===== config.mk =====
export PLATFORM = sky130hd
export DESIGN_NAME = uart_tx_arbiter_flat
export DESIGN_NICKNAME = d
export VERILOG_FILES = /design/src/rtl/uart_pkg.sv /design/src/rtl/uart_tx_arbiter_if.sv /design/src/rtl/rr_arbiter.sv /design/src/rtl/uart_tx_arbiter.sv /design/src/flat_wrapper.sv
export SDC_FILE = /design/constraint.sdc
export NUM_CORES = 1
export LEC_CHECK = 0
export ABC_AREA = 1
export BUFFER_PORTS_ARGS = -buffer_cell sky130_fd_sc_hd__buf_2
export CORE_ASPECT_RATIO = 1.1
export CORE_MARGIN = 4
export CORE_UTILIZATION = 50
export CTS_CLUSTER_SIZE = 25
export DETAILED_ROUTE_END_ITERATION = 12
export PLACE_DENSITY = 0.76
export SLEW_MARGIN = 20
export SYNTH_ARGS = -nofsm -noshare
export SYNTH_HDL_FRONTEND = slang
export SYNTH_SLANG_ARGS = --single-unit

===== constraint.sdc =====
create_clock -name clk -period 7.9 [get_ports clk]
set_input_delay 1.58 -clock clk [delete_from_list [all_inputs] [get_ports clk]]
set_output_delay 1.58 -clock clk [all_outputs]
set_load 0.01 [all_outputs]

===== src/rtl/uart_pkg.sv =====
// Shared UART definitions used by uart_tx_arbiter and the uart_rx / uart_tx blocks.
// Contents:
//   word_width_default - default bits per UART word
//   state_e            - arbiter FSM state encoding
//   idx_width()        - index width for n items, never less than one bit
package uart_pkg;

  localparam int unsigned word_width_default = 8;

  typedef enum logic [1:0] {
    ST_IDLE,
    ST_LOAD,
    ST_WAIT
  } state_e;

  // Bits needed to hold an index in 0..n-1, with a floor of one bit.
  function automatic int unsigned idx_width(input int unsigned n);
    return (n <= 1) ? 1 : $clog2(n);
  endfunction

endpackage


===== src/rtl/uart_tx_arbiter_if.sv =====
// Bundles the requester handshake and the transmitter load interface of uart_tx_arbiter.
//   req_valid   per-requester byte available
//   req_data    flattened bytes, requester i at [i*word_width +: word_width]
//   req_ready   one-hot acceptance pulse
//   tx_byte     byte presented to the transmitter
//   tx_start    one-cycle load pulse to the transmitter
//   tx_done     one-cycle completion pulse from the transmitter
//   busy        arbiter is not idle
//   grant_idx   index of the last granted requester
//   timeout_err watchdog expiry pulse
// Modports: master = arbiter side, slave = requesters plus transmitter side.
interface uart_tx_arbiter_if #(
  parameter int unsigned num_req    = 3,
  parameter int unsigned word_width = uart_pkg::word_width_default,
  localparam int unsigned idx_w     = uart_pkg::idx_width(num_req)
);

  logic [num_req-1:0]            req_valid;
  logic [num_req*word_width-1:0] req_data;
  logic [num_req-1:0]            req_ready;
  logic [word_width-1:0]         tx_byte;
  logic                          tx_start;
  logic                          tx_done;
  logic                          busy;
  logic [idx_w-1:0]              grant_idx;
  logic                          timeout_err;

  modport master (
    input  req_valid, req_data, tx_done,
    output req_ready, tx_byte, tx_start, busy, grant_idx, timeout_err
  );

  modport slave (
    output req_valid, req_data, tx_done,
    input  req_ready, tx_byte, tx_start, busy, grant_idx, timeout_err
  );

endinterface


===== src/rtl/rr_arbiter.sv =====
// Combinational round-robin arbiter: rotate requests so ptr sits at bit 0, pick the
// lowest set bit, rotate the winner index back.
//   req     request vector
//   ptr     highest-priority index (must be < n)
//   gnt     one-hot grant, zero when nothing requests
//   gnt_idx index of the granted request
//   any     at least one request present
module rr_arbiter
  import uart_pkg::*;
#(
  parameter int unsigned n      = 3,
  localparam int unsigned idx_w = idx_width(n)
) (
  input  logic [n-1:0]     req,
  input  logic [idx_w-1:0] ptr,
  output logic [n-1:0]     gnt,
  output logic [idx_w-1:0] gnt_idx,
  output logic             any
);

  localparam int unsigned sum_w = idx_w + 1;
  localparam logic [sum_w-1:0] n_val = sum_w'(n);

  // (a + b) mod n for a, b < n.
  function automatic logic [idx_w-1:0] wrap_add(input logic [idx_w-1:0] a,
                                                input logic [idx_w-1:0] b);
    logic [sum_w-1:0] sum;
    sum = {1'b0, a} + {1'b0, b};
    if (sum >= n_val) sum = sum - n_val;
    return sum[idx_w-1:0];
  endfunction

  logic [n-1:0]     req_rot;
  logic [idx_w-1:0] rot_idx;

  always_comb begin
    req_rot = '0;
    for (int i = 0; i < n; i++) begin
      req_rot[i] = req[wrap_add(ptr, idx_w'(i))];
    end
  end

  always_comb begin
    rot_idx = '0;
    for (int i = n - 1; i >= 0; i--) begin
      if (req_rot[i]) rot_idx = idx_w'(i);
    end
  end

  assign any     = |req;
  assign gnt_idx = wrap_add(rot_idx, ptr);

  always_comb begin
    gnt = '0;
    for (int i = 0; i < n; i++) begin
      gnt[i] = any && (gnt_idx == idx_w'(i));
    end
  end

endmodule


===== src/rtl/uart_tx_arbiter.sv =====
// Shares one UART transmitter between num_req byte producers. A byte is taken from the
// round-robin winner, loaded into the transmitter with tx_start, and the next grant waits
// for tx_done. A watchdog returns to idle if tx_done never arrives.
//   clk  system clock
//   rst  asynchronous active-high reset
//   bus  arbiter side of uart_tx_arbiter_if (requester handshake + transmitter load)
module uart_tx_arbiter
  import uart_pkg::*;
#(
  parameter int unsigned num_req        = 3,
  parameter int unsigned word_width     = word_width_default,
  parameter int unsigned timeout_cycles = 200_000
) (
  input  logic              clk,
  input  logic              rst,
  uart_tx_arbiter_if.master bus
);

  localparam int unsigned idx_w = idx_width(num_req);
  localparam int unsigned cnt_w = idx_width(timeout_cycles);
  localparam logic [idx_w-1:0] last_idx  = idx_w'(num_req - 1);
  localparam logic [cnt_w-1:0] wdog_last =
      cnt_w'((timeout_cycles == 0) ? 0 : timeout_cycles - 1);
  localparam bit wdog_en = (timeout_cycles != 0);

  state_e                state_q, state_d;
  logic [idx_w-1:0]      ptr_q;
  logic [idx_w-1:0]      grant_idx_q;
  logic [word_width-1:0] tx_byte_q;
  logic [cnt_w-1:0]      wdog_q;
  logic                  timeout_err_q;

  logic [num_req-1:0]    gnt;
  logic [idx_w-1:0]      gnt_idx;
  logic                  any;
  logic [word_width-1:0] win_byte;
  logic                  expire;

  rr_arbiter #(
    .n(num_req)
  ) u_rr (
    .req    (bus.req_valid),
    .ptr    (ptr_q),
    .gnt    (gnt),
    .gnt_idx(gnt_idx),
    .any    (any)
  );

  always_comb begin
    win_byte = '0;
    for (int i = 0; i < num_req; i++) begin
      if (gnt[i]) win_byte = bus.req_data[i*word_width +: word_width];
    end
  end

  // State register
  always_ff @(posedge clk or posedge rst) begin
    if (rst) state_q <= ST_IDLE;
    else     state_q <= state_d;
  end

  // Next state; tx_done only matters while waiting
  always_comb begin
    state_d = state_q;
    unique case (state_q)
      ST_IDLE: if (any) state_d = ST_LOAD;
      ST_LOAD: state_d = ST_WAIT;
      ST_WAIT: if (bus.tx_done || expire) state_d = ST_IDLE;
      default: state_d = ST_IDLE;
    endcase
  end

  // Outputs decoded from state
  always_comb begin
    bus.tx_start  = 1'b0;
    bus.req_ready = '0;
    expire        = 1'b0;
    unique case (state_q)
      ST_LOAD: begin
        bus.tx_start = 1'b1;
        for (int i = 0; i < num_req; i++) begin
          bus.req_ready[i] = (grant_idx_q == idx_w'(i));
        end
      end
      ST_WAIT: expire = wdog_en && !bus.tx_done && (wdog_q == wdog_last);
      default: ;
    endcase
  end

  assign bus.busy = (state_q != ST_IDLE);

  // Datapath: capture on the grant edge, watchdog counts WAIT cycles
  always_ff @(posedge clk or posedge rst) begin
    if (rst) begin
      ptr_q         <= '0;
      grant_idx_q   <= '0;
      tx_byte_q     <= '0;
      wdog_q        <= '0;
      timeout_err_q <= 1'b0;
    end else begin
      timeout_err_q <= expire;
      if (state_q == ST_IDLE && any) begin
        tx_byte_q   <= win_byte;
        grant_idx_q <= gnt_idx;
        ptr_q       <= (gnt_idx == last_idx) ? '0 : gnt_idx + 1'b1;
      end
      if (state_q == ST_LOAD)      wdog_q <= '0;
      else if (state_q == ST_WAIT) wdog_q <= wdog_q + 1'b1;
    end
  end

  assign bus.tx_byte     = tx_byte_q;
  assign bus.grant_idx   = grant_idx_q;
  assign bus.timeout_err = timeout_err_q;

endmodule


===== src/flat_wrapper.sv =====
// flat-port wrapper written by rule: the top's interface ports become plain ports
module uart_tx_arbiter_flat import uart_pkg::*;
#(
  parameter int unsigned num_req        = 3,
  parameter int unsigned word_width     = word_width_default,
  parameter int unsigned timeout_cycles = 200_000
)
  (clk, rst, bus_req_valid, bus_req_data, bus_tx_done, bus_req_ready, bus_tx_byte, bus_tx_start, bus_busy, bus_grant_idx, bus_timeout_err);
  uart_tx_arbiter_if #(.num_req(num_req), .word_width(word_width)) bus_i ();
  input  logic clk;
  input  logic rst;
  input wire logic [$bits(bus_i.req_valid)-1:0] bus_req_valid;
  input wire logic [$bits(bus_i.req_data)-1:0] bus_req_data;
  input wire logic [$bits(bus_i.tx_done)-1:0] bus_tx_done;
  output wire logic [$bits(bus_i.req_ready)-1:0] bus_req_ready;
  output wire logic [$bits(bus_i.tx_byte)-1:0] bus_tx_byte;
  output wire logic [$bits(bus_i.tx_start)-1:0] bus_tx_start;
  output wire logic [$bits(bus_i.busy)-1:0] bus_busy;
  output wire logic [$bits(bus_i.grant_idx)-1:0] bus_grant_idx;
  output wire logic [$bits(bus_i.timeout_err)-1:0] bus_timeout_err;
  assign bus_i.req_valid = bus_req_valid;
  assign bus_i.req_data = bus_req_data;
  assign bus_i.tx_done = bus_tx_done;
  assign bus_req_ready = bus_i.req_ready;
  assign bus_tx_byte = bus_i.tx_byte;
  assign bus_tx_start = bus_i.tx_start;
  assign bus_busy = bus_i.busy;
  assign bus_grant_idx = bus_i.grant_idx;
  assign bus_timeout_err = bus_i.timeout_err;
  uart_tx_arbiter #(.num_req(num_req), .word_width(word_width), .timeout_cycles(timeout_cycles)) u_core (.clk(clk), .rst(rst), .bus(bus_i));
endmodule

---- Word-level counts from Yosys, hierarchy flattened ----
Index checks and enable logic that the tools add are counted.
word-level totals
  flip-flop bits (word level) ............. 33
  output and inout port bits .............. 16
  logic and storage cells ................. 70
  bits of input ports ..................... 30
operators by class
  add/sub/neg operators ................... 9
  magnitude comparators ................... 7
  mux-type cells .......................... 25
  equality and inequality tests ........... 9
  reduce and logical (&&, ||, !) cells .... 14
operator list
  operator                                                    count
  two-way mux 18 bit                                          2
  two-way mux 8 bit                                           3
  two-way mux 2 bit                                           10
  adder 18 x 1 -> 18 bit, second input constant               1
  == test 18 bit, second input constant                       1
  >= comparator 3 x 2 -> 1 bit, second input constant         3
  less-than comparator 2 x 3 -> 1 bit, second input constant  3
  subtractor 2 bit, second input constant                     4
  binary-select mux 1 bit (select 2 bit)                      3
  == test 2 x 1 -> 1 bit, second input constant               3
  == test 2 bit, second input constant                        3
  logical NOT 2 bit                                           3
  one-hot mux 2 bit (3 select lines)                          1
  logical AND 1 bit                                           5
  two-way mux 1 bit                                           5
  inequality test 2 x 1 -> 1 bit, second input constant       2
  nonzero test 2 bit                                          2
  adder 2 x 1 -> 3 bit, second input constant                 1
  adder 2 x 2 -> 3 bit                                        1
  adder 2 x 2 -> 3 bit, second input constant                 1
  two-way mux 3 bit                                           1
  OR reduction 3 bit                                          1
  adder 2 x 1 -> 2 bit, second input constant                 1
  >= comparator 2 bit, second input constant                  1
  other kinds (3)                                             3

---- Longest topological paths before layout ----
Gate-level depths: netlist of the first run.
  depth after elaboration ................. 16
  mapped depth ............................ 21
  depth with buffers taken out ............ 21

---- Modules after synthesis ----
From an unflattened synthesis of the first run, not the netlist that was laid out.
unflattened totals
  cell total of the unflattened synthesis .. 314
  area, all modules ....................... 2,249.7 um^2
by module, submodules not included
  module           instances  area an instance (um^2)  sequential area each (um^2)  cells each
  uart_tx_arbiter  1          1,923.1                  825.8                        252
  rr_arbiter       1          326.6                    0.0                          62

---- Least setup slack after synthesis of the first run ----
OpenSTA, ideal clock, no wires.
  kind .................................... input port to flip-flop
  from .................................... in bus_req_valid[1]
  to ...................................... reg u_core.tx_byte_q[0], in the netlist u_core.bus.tx_byte[0]
  data arrival time ....................... 3.624 ns
  library setup time ...................... 0.116 ns
  cell stages on the path ................. 18
  required time ........................... 7.784 ns
  path buffers ............................ 0
  setup slack ............................. 4.160 ns
  path through ............................ inv_1 -> a21oi_1 -> o21ai_0 -> o31ai_1 -> nor2_1 -> ha_1 -> inv_1 -> fa_1 -> inv_1 -> ha_1 -> inv_2 -> nand3_1 -> nand2_1 -> nand2_1 -> nor2_2 -> a21oi_1 -> nand2_1 -> nand2_1
between the ends
  cells in the longest elaborated chain, start to end .. 13
  elaborated cells on any way between the ends .. 24
  those cells by class .................... 2 x add/sub; 1 x order compare; 2 x eq/ne; 13 x mux; 6 x reduce/logical
ends and longest elaborated chain
  item                                                                     RTL line                source
  start: declaration                                                       flat_wrapper.sv:12      input wire logic [$bits(bus_i.req_valid)-1:0] bus_req_valid;
  binary-select mux 1 bit (select 2 bit)                                   rr_arbiter.sv:39        req_rot[i] = req[wrap_add(ptr, idx_w'(i))];
  two-way mux 1 bit (not written as such)                                  rr_arbiter.sv:39
  two-way mux 2 bit (3 in series)                                          rr_arbiter.sv:46        if (req_rot[i]) rot_idx = idx_w'(i);
  adder 2 x 2 -> 3 bit                                                     rr_arbiter.sv:28        sum = {1'b0, a} + {1'b0, b};
  >= comparator 3 x 2 -> 1 bit / subtractor 2 bit (equally long branches)  rr_arbiter.sv:29        if (sum >= n_val) sum = sum - n_val;
  two-way mux 2 bit                                                        rr_arbiter.sv:29
  logical NOT 2 bit                                                        rr_arbiter.sv:56        gnt[i] = any && (gnt_idx == idx_w'(i));
  logical AND 1 bit                                                        rr_arbiter.sv:56
  two-way mux 8 bit (3 in series)                                          uart_tx_arbiter.sv:52   if (gnt[i]) win_byte = bus.req_data[i*word_width +: word_width];
  end signal: assignment                                                   uart_tx_arbiter.sv:103  tx_byte_q <= win_byte;
  end: declaration                                                         uart_tx_arbiter.sv:29   logic [word_width-1:0] tx_byte_q;
Parallel ways exist; a longest one is shown, timed or not. The select of a mux whose other input is x is not followed.
A chain may end at the register's enable or synchronous reset.

---- Worst setup path in the final report of the first run ----
  from .................................... in bus_req_valid[1]
  to ...................................... reg u_core.tx_byte_q[3], in the netlist u_core.bus.tx_byte[3]
The elaborated chain is that of the path after synthesis.

==> results of run 1 <==
through the flow:
stage | worst slack, ns | power (mW) | utilization [%] | instance area, µm² | hold WS, ns
4_1_cts | 3.81 | 1.11 | 61.5 | 2690 | 0.486
5_1_grt | 3.45 | 1.23 | 61.5 | 2690 | 0.519
3_3_place_gp | 3.70 | 0.923 | 58.9 | 2580 | 0.461
6_report | 3.79 | 1.10 | 61.5 | 2690 | 0.481
2_1_floorplan | 4.16 | 0.790 | - | 2300 | 0.469
3_5_place_dp | 3.51 | 0.943 | 58.9 | 2580 | 0.464
cell usage in the layout, fill, tap and decap left out, types with 4 or more instances in the layout:
| cell | n |
|---|---|
| a21oi_1 | 23 |
| buf_2 | 45 |
| clkbuf_8 | 5 |
| dfrtp_1 | 33 |
| ha_1 | 11 |
| inv_1 | 43 |
| inv_2 | 4 |
| nand2_1 | 84 |
| nand2_2 | 4 |
| nand3_1 | 20 |
| nand4_1 | 14 |
| nor2_1 | 27 |
| nor2_4 | 4 |
| nor3_1 | 8 |
| o21ai_0 | 15 |
power by group through the flow:
stage               registers [mW]  clock network [mW]  logic (mW)
detailed placement           0.263                   0       0.680
global placement             0.262                   0       0.661
CTS                          0.261               0.165       0.682
global route                 0.269               0.174       0.784
floorplan                    0.267                   0       0.523
finish                       0.262               0.163       0.676
layout make-up:
type                    count  area [µm²]
fillers                   422        1690
repair buffers             46         233
flip-flops and latches     33         826
inverters                  48         180
multi-input cells         236        1270
well taps                  54        67.6
clock buffers               5        68.8
clock inverters             3        46.3
cells by family (layout without fill, tap and decap cells):
group,after synthesis,after routing,share of synthesized area (%)
buffers and inverters,52,102,8.66
adder cells (fa/ha/maj),12,12,6.86
flip-flops,33,33,35.9
AO/OA/AOI/OAI,52,52,12.7
AND/OR/NAND/NOR,172,172,35.8
layer usage:
metal	track usage [%]	part of all wire [%]	wire length [µm]	vias to the layer above
met5	0	0	0	-
met4	7.56	2.5	131	0
met3	4.56	5.6	288	17
met2	34.5	48	2480	62
met1	23.7	44	2250	975
li1	-	-	-	1146
final timing paths:
check	depth (start not counted)	slack, ns	endpoint	from
setup / recovery	19	3.79	u_core.bus.tx_byte[3]$_DFFE_PP0P_	bus_req_valid[1]
hold / removal	2	0.48	u_core.bus.tx_byte[5]$_DFFE_PP0P_	u_core.bus.tx_byte[5]$_DFFE_PP0P_
setup reg to reg	19	4.55	u_core.bus.tx_byte[3]$_DFFE_PP0P_	u_core.ptr_q[1]$_DFFE_PP0P_
hold reg to reg	2	0.48	u_core.bus.tx_byte[5]$_DFFE_PP0P_	u_core.bus.tx_byte[5]$_DFFE_PP0P_
max in group asynchronous	3	6.24	u_core.bus.grant_idx[1]$_DFFE_PP0P_	rst
min in group asynchronous	3	1.36	u_core.wdog_q[16]$_DFFE_PP0P_	rst
critical path, cell delays in order:
cell     delay [ns]
buf_2          0.10
inv_1          0.13
a21oi_1        0.08
o21ai_0        0.10
o31ai_1        0.14
nor2_1         0.13
ha_1           0.15
inv_1          0.04
fa_1           0.53
inv_1          0.06
ha_1           0.21
inv_2          0.08
nand3_1        0.09
nand2_1        0.09
nand2_1        0.22
nor2_2         0.32
a21oi_1        0.10
nand2_1        0.09
nand2_1        0.05
registers in the layout, summed over array words and instances (netlist names):
| register | cells |
|---|---|
| u_core.wdog_q | 18 |
| u_core.bus.tx_byte | 8 |
| u_core.bus.grant_idx | 2 |
| u_core.ptr_q | 2 |
| u_core.state_q | 2 |
| u_core.bus.timeout_err | 1 |
==> results.py, run 1 <==
metrics = {
    "status": {
        "status": "finished, final reports clean",
    },
    "finish": {
        "drive_gt1_share_pct": 20.8,
        "layoutNonFillerInstCount": 425,
        "syn2layout_area_growth_pct": 17.3,
        "num_antenna_cells": 0,
        "nNetsFinal": 412,
    },
    "yosys": {
        "avgSynthCellArea_um2": 7.16,
        "yosysWarningCount": 0,
        "synth_top_area_cell": "dfrtp_1",
        "syn_nets": 363,
        "synthesis.instances": 321,
        "synth_cell_types": 34,
        "yosys-top-cells-count": "nand2_1, inv_1, dfrtp_1",
        "ys_seq_area_share_pct": 35.9,
        "syn_area_um2": 2300,
        "synthArstFlopShare_pct": 100,
        "synth_seq_cells": 33,
        "synth_top_area_share_pct": 35.9,
        "synth_ff_type": "dfrtp_1",
        "yosysMostFrequentCell": "nand2_1",
        "yosys-top-cells-area": "dfrtp_1, nand2_1, inv_1, ha_1, a21oi_1",
        "synth-edff-count": 0,
    },
    "timing": {
        "drv_slew": 0,
        "fmax_mhz": 243,
        "setup_viol": 0,
        "final_hold_viol_count": 0,
        "fin_crit_sh_pct": 52.0,
        "slew_headroom_pct": 63.6,
        "worst_pin_slew_ns": 0.544,
        "setup_tns_ns": 0,
        "period_minus_slack_ns": 4.11,
        "rsz0062_at_grt": "no",
        "final.setup_skew_ns": 0.00524,
    },
    "drt": {
        "via_count": 2200,
        "drt_wl_total_mm": 5.15,
        "drcViolationCount": 0,
        "wire_per_inst_um": 12.1,
        "ant_nets": 0,
        "vias_per_cell": 5.18,
        "first_iter_violations": 144,
        "firstDrtPassIters": 4,
    },
    "pwr": {
        "peakVddDrop_mv": 0.402,
        "p_int_mw": 0.538,
        "switchingPower_mw": 0.562,
        "p_sw_share_pct": 51.1,
        "combPwrFrac_pct": 61.4,
        "seq_power_share_pct": 23.8,
        "leakagePower_nw": 1.41,
        "pwr-share-clk_pct": 14.8,
        "p_per_area_nw_per_um2": 409,
    },
    "floorplan": {
        "num_io_pins": 46,
        "core-area_um2": 4380,
        "die_h_um": 79.1,
        "dieArea_um2": 5740,
        "row_count": 25,
        "dieWidth_um": 72.6,
        "start_util_pct": 52.5,
    },
    "setup_path": {
        "crit_fanout": 12,
        "worstPathArrival_ns": 4.29,
        "worstSetupPathType": "input pin to flop",
        "worstPathRequired_ns": 8.08,
        "endpoint_kind": "flop",
        "startpoint_type": "input pin",
    },
    "clock_network": {
        "cts_made_buffers": 5,
        "clk_path_buf_depth": 2,
        "clk_latency_ns": 0.29,
        "tritoncts": "yes",
        "cts-htree-levels": 2,
        "postCtsSetupRepairBufs": 0,
        "cts_root_buf": "clkbuf_8",
        "cts_hold_buffers": 0,
        "post_cts_resized": 0,
        "path_clk_slew_ns": 0.07,
        "cts_sinks": 33,
    },
    "worst_hold_path": {
        "worst_hold_path_type": "flop to flop",
    },
    "global_routing": {
        "grt_max_degree": 34,
        "grt.overflow.total": 0,
        "grt_usage_pct": 19.9,
        "grt_antenna_before_repair": 0,
        "grt_pass1_vias": 2156,
        "grt_pass1_wl_mm": 9.25,
    },
    "placed_design": {
        "hpwl_mm": 4.07,
        "gp_congestion": 0.889,
        "port_buffers": 45,
        "dp_cells": 417,
    },
    "flow_run": {
        "cap_violations": 0,
    },
}
(Power assumes the default switching activity.)
==> inputs of run 2 (changes only) <==
clock period = 4.2 ns   (was 7.9 ns; I/O delays follow)
==> results.py, run 2 (synthesis results as in run 1) <==
metrics = {
    "status": {
        "status": "finished, final reports clean",
    },
    "finish": {
        "num_antenna_cells": 0,
        "syn2layout_area_growth_pct": 17.3,
        "nNetsFinal": 412,
        "largest_register": "u_core.wdog_q",
        "largest_reg_flops": 18,
        "layout_commonest_cell": "nand2_1",
        "drive_gt1_share_pct": 20.8,
        "finish.utilization_pct": 61.5,
        "final_cell_mix": "nand2_1, buf_2, inv_1, dfrtp_1, nor2_1",
    },
    "timing": {
        "fmax_mhz": 296,
        "period_minus_slack_ns": 3.38,
        "setup_viol": 0,
        "worst_pin_slew_ns": 0.533,
        "setup_tns_ns": 0,
        "fin_crit_sh_pct": 80.4,
        "rsz0062_at_grt": "no",
        "final.setup_skew_ns": 0.00562,
        "final_hold_viol_count": 0,
        "drv_slew": 0,
        "slew_headroom_pct": 64.4,
    },
    "pwr": {
        "p_sw_share_pct": 51.2,
        "pwr-share-clk_pct": 14.6,
        "switchingPower_mw": 1.06,
        "p_per_area_nw_per_um2": 770,
        "seq_power_share_pct": 23.6,
        "power_mw": 2.08,
        "leakagePower_nw": 1.41,
        "combPwrFrac_pct": 61.7,
        "p_int_mw": 1.01,
        "peakVddDrop_mv": 0.745,
    },
    "clock_network": {
        "tritoncts": "yes",
        "clk_latency_ns": 0.28,
        "clk_path_buf_depth": 2,
        "post_cts_resized": 0,
        "cts_made_buffers": 5,
        "cts_sinks": 33,
        "postCtsSetupRepairBufs": 0,
        "path_clk_slew_ns": 0.07,
        "cts_root_buf": "clkbuf_8",
        "cts-htree-levels": 2,
        "cts_hold_buffers": 0,
    },
    "setup_path": {
        "path_cells": "buf_2, inv_1, a21oi_1, o21ai_0, o31ai_1, nor2_1, ha_1, inv_1, fa_1, inv_1, ha_1, inv_2, nand3_1, nand2_1, nand2_1, nor2_2, a21oi_1, nand2_1, nand2_1",
        "worstPathRequired_ns": 4.38,
        "startpoint_type": "input pin",
        "worst-path-stages": 19,
        "endpoint_kind": "flop",
        "slowest_delay_ns": 0.53,
        "worstPathArrival_ns": 3.55,
        "crit_fanout": 12,
        "cp_top_family": "simple AND/OR/NAND/NOR gates",
        "cp_num_buf_inv": 5,
        "startpoint": "bus_req_valid[1]",
        "worstSetupPathType": "input pin to flop",
        "r2r-end": "u_core.bus.tx_byte[2]$_DFFE_PP0P_",
        "r2r_cells": 17,
        "worst_path_most_repeated_cell": "nand2_1",
        "cp_slowest_cell": "fa_1",
        "r2r_slack_ns": 0.84,
        "cp-endpoint": "u_core.bus.tx_byte[2]$_DFFE_PP0P_",
        "reg2reg_from": "u_core.ptr_q[0]$_DFFE_PP0P_",
    },
    "global_routing": {
        "grt_max_degree": 34,
        "grt_usage_pct": 19.9,
        "grt.overflow.total": 0,
        "grt_antenna_before_repair": 0,
        "grt_pass1_wl_mm": 9.14,
        "grt_pass1_vias": 2123,
    },
    "floorplan": {
        "core-area_um2": 4380,
        "row_count": 25,
        "dieWidth_um": 72.6,
        "die_h_um": 79.1,
        "dieArea_um2": 5740,
        "num_io_pins": 46,
        "start_util_pct": 52.5,
    },
    "placed_design": {
        "port_buffers": 45,
        "hpwl_mm": 4.14,
        "gp_congestion": 0.889,
    },
    "drt": {
        "drt_wl_total_mm": 5.18,
        "first_iter_violations": 144,
        "firstDrtPassIters": 4,
        "drcViolationCount": 0,
        "wire_per_inst_um": 12.2,
        "ant_nets": 0,
        "via_count": 2175,
        "vias_per_cell": 5.12,
    },
    "worst_hold_path": {
        "worst_hold_path_type": "flop to flop",
    },
    "flow_run": {
        "cap_violations": 0,
    },
}
==> run 2: routing by layer <==
metal  global-route usage (%)  share of wire, %  vias up
li1                         -                 -     1142
met1                     23.2                45      970
met2                     35.1                48       53
met3                     4.81               5.7       10
met4                     6.64               1.5        0
met5                        0                 0        -
==> run 2: final cells by class <==
| type | instances | area (µm²) |
|---|---|---|
| Clock buffer | 5 | 68.8 |
| Multi-Input combinational cell | 236 | 1270 |
| Sequential cell | 33 | 826 |
| Tap cell | 54 | 67.6 |
| Fill cell | 421 | 1690 |
| Timing Repair Buffer | 46 | 233 |
| Inverter | 48 | 180 |
| Clock inverter | 3 | 46.3 |
==> run 2: worst min path at each step <==
stage                                      startpoint                                 to  slack, ns  cells past startpoint
finish              u_core.bus.tx_byte[6]$_DFFE_PP0P_  u_core.bus.tx_byte[6]$_DFFE_PP0P_       0.48                      2
global route        u_core.bus.tx_byte[7]$_DFFE_PP0P_  u_core.bus.tx_byte[7]$_DFFE_PP0P_       0.51                      2
CTS                 u_core.bus.tx_byte[6]$_DFFE_PP0P_  u_core.bus.tx_byte[6]$_DFFE_PP0P_       0.49                      2
detailed placement  u_core.bus.tx_byte[6]$_DFFE_PP0P_  u_core.bus.tx_byte[6]$_DFFE_PP0P_       0.46                      2
global placement    u_core.bus.tx_byte[6]$_DFFE_PP0P_  u_core.bus.tx_byte[6]$_DFFE_PP0P_       0.46                      2
floorplan               u_core.state_q[0]$_DFFE_PP0P_      u_core.state_q[0]$_DFFE_PP0P_       0.47                      2
==> run 2: power by group through the flow <==
stage,registers (mW),clock network [mW],logic (mW)
2_1_floorplan,0.502,0,0.983
3_5_place_dp,0.494,0,1.28
4_1_cts,0.491,0.309,1.28
6_report,0.491,0.304,1.28
5_1_grt,0.505,0.328,1.47
3_3_place_gp,0.493,0,1.24
==> run 2: metrics by stage <==
stage | hold slack (ns) | setup WS, ns | std cells | area, µm²
6_report | 0.481 | 0.823 | 425 | 2690
2_1_floorplan | 0.469 | 1.20 | 321 | 2300
3_5_place_dp | 0.464 | 0.566 | 417 | 2580
5_1_grt | 0.513 | 0.481 | 425 | 2690
4_1_cts | 0.489 | 0.852 | 425 | 2690
3_3_place_gp | 0.461 | 0.739 | 417 | 2580
==> run 2: worst min-delay path: stages, from the launching register on <==
cell,delay [ns]
dfrtp_1,0.34
nand2_1,0.05
nand2_1,0.05
==> inputs of run 3 (changes only) <==
clock period = 3.35 ns   (was 4.2 ns; I/O delays follow)
==> results.py, run 3 (synthesis results as in run 1) <==
metrics = {
    "global_routing": {
        "grt_usage_pct": 20.1,
        "grt_pass1_wl_mm": 9.17,
        "grt_pass1_vias": 2199,
        "grt.overflow.total": 0,
        "grt_max_degree": 34,
        "grt_antenna_before_repair": 0,
    },
    "finish": {
        "num_antenna_cells": 0,
        "largest_reg_flops": 18,
        "drive_gt1_share_pct": 23.3,
        "layout_commonest_cell": "nand2_1",
        "final_cell_mix": "nand2_1, buf_2, inv_1, dfrtp_1, nor2_1",
        "syn2layout_area_growth_pct": 18.8,
        "fin_area_um2": 2730,
        "nNetsFinal": 414,
        "largest_register": "u_core.wdog_q",
    },
    "drt": {
        "vias_per_cell": 5.18,
        "wire_per_inst_um": 12.6,
        "ant_nets": 0,
        "drt_wl_total_mm": 5.37,
        "firstDrtPassIters": 4,
        "first_iter_violations": 73,
        "via_count": 2213,
        "drcViolationCount": 0,
    },
    "clock_network": {
        "clk_latency_ns": 0.28,
        "cts_sinks": 33,
        "cts_made_buffers": 5,
        "tritoncts": "yes",
        "path_clk_slew_ns": 0.07,
        "cts_root_buf": "clkbuf_8",
        "cts_hold_buffers": 0,
        "clk_path_buf_depth": 2,
        "cts-htree-levels": 2,
    },
    "timing": {
        "drv_slew": 0,
        "slew_headroom_pct": 64.9,
        "setup_viol": 0,
        "worst_pin_slew_ns": 0.525,
        "period_minus_slack_ns": 3.08,
        "fmax_mhz": 325,
        "final.setup_skew_ns": 0.00455,
        "worst_slack_ns": 0.272,
        "holdWs_ns": 0.460,
        "final_hold_viol_count": 0,
        "fin_crit_sh_pct": 91.9,
    },
    "pwr": {
        "leakagePower_nw": 1.42,
        "p_per_area_nw_per_um2": 991,
        "peakVddDrop_mv": 0.992,
    },
    "setup_path": {
        "worstPathRequired_ns": 3.52,
        "reg2reg_from": "u_core.ptr_q[1]$_DFFE_PP0P_",
        "worstSetupPathType": "flop to flop",
        "crit_fanout": 9,
        "worstPathArrival_ns": 3.25,
        "r2r-end": "u_core.bus.tx_byte[6]$_DFFE_PP0P_",
        "startpoint_type": "flop",
        "r2r_cells": 22,
        "endpoint_kind": "flop",
        "r2r_slack_ns": 0.27,
    },
    "floorplan": {
        "row_count": 25,
        "num_io_pins": 46,
        "dieWidth_um": 72.6,
        "start_util_pct": 52.5,
        "die_h_um": 79.1,
        "dieArea_um2": 5740,
        "core-area_um2": 4380,
    },
    "placed_design": {
        "place_area_um2": 2590,
        "gp_congestion": 0.899,
        "hpwl_mm": 4.16,
        "place_ws_ns": 0.0955,
        "port_buffers": 45,
    },
    "flow_run": {
        "cap_violations": 0,
    },
    "worst_hold_path": {
        "worst_hold_path_type": "input pin to async pin",
    },
    "status": {
        "status": "finished, final reports clean",
    },
}
## run 3: cell types whose count changed in the layout (fill, tap and decap cells not counted), sizes merged
cell | previous run | this run
buf | 46 | 48
bufinv | 1 | 0
clkbuf | 5 | 7
clkinvlp | 1 | 0
## run 3: repair_timing
| action | in CTS | in global routing |
|---|---|---|
| endpoints found under the setup margin | 0 | 8 |
| resized for setup | 0 | 9 |
| endpoints found under the hold margin | 0 | 0 |
| buffers inserted | 0 | 1 |
## run 3: cell type report
| type | count | area (µm²) |
|---|---|---|
| inverter | 48 | 180 |
| clock inverter | 1 | 5.00 |
| tap | 54 | 67.6 |
| sequential | 33 | 826 |
| timing repair buffer | 48 | 248 |
| fill | 401 | 1650 |
| multi-input combinational | 236 | 1310 |
| clock buffer | 7 | 96.3 |
## run 3: per-stage QoR
stage | TNS (ns) | power (mW) | instances | util (%)
floorplan | 0 | 1.86 | 321 | -
global placement | 0 | 2.22 | 418 | 59.1
detailed placement | 0 | 2.27 | 418 | 59.1
CTS | 0 | 2.61 | 426 | 61.4
global route | -0.0122 | 2.98 | 427 | 62.3
finish | 0 | 2.70 | 427 | 62.3
## run 3: critical path, stage by stage (launching register included)
cell,delay (ns)
dfrtp_1,0.43
inv_2,0.11
ha_1,0.19
a21oi_1,0.08
o21ai_0,0.07
o31ai_1,0.10
nor2_1,0.12
ha_1,0.15
inv_1,0.05
fa_1,0.53
inv_1,0.06
ha_1,0.21
inv_2,0.08
nand3_1,0.11
nand2_1,0.12
nand2_2,0.10
buf_4,0.18
nand2_1,0.06
nand2_1,0.04
nand2_1,0.05
nand2_1,0.04
nand2_1,0.05
nand2_1,0.05
## run 3: report_power, final
| part | switching, mW | leakage [nW] | internal [mW] |
|---|---|---|---|
| clock | 0.142 | 0.0542 | 0.186 |
| sequential | 0.104 | 0.434 | 0.514 |
| combinational | 1.14 | 0.930 | 0.616 |
| total | 1.39 | 1.42 | 1.32 |
## run 3: worst max-delay path by stage
stage / start / to / cells after the start / slack [ns]
after floorplan: bus_req_valid[1] / u_core.bus.tx_byte[0]$_DFFE_PP0P_ / 18 / 0.52
after global placement: bus_req_valid[1] / u_core.bus.tx_byte[7]$_DFFE_PP0P_ / 19 / 0.22
after detailed placement: bus_req_valid[1] / u_core.bus.tx_byte[2]$_DFFE_PP0P_ / 19 / 0.1
after CTS: u_core.ptr_q[0]$_DFFE_PP0P_ / u_core.bus.tx_byte[5]$_DFFE_PP0P_ / 19 / 0.08
after global routing: u_core.ptr_q[1]$_DFFE_PP0P_ / u_core.bus.tx_byte[6]$_DFFE_PP0P_ / 22 / -0.01
final: u_core.ptr_q[1]$_DFFE_PP0P_ / u_core.bus.tx_byte[6]$_DFFE_PP0P_ / 22 / 0.27
## run 3: routing by layer
metal | global-route usage, % | routed length (µm)
met2 | 36.0 | 2700
met5 | 0 | 0
met1 | 22.1 | 2290
met3 | 4.81 | 265
met4 | 8.86 | 110
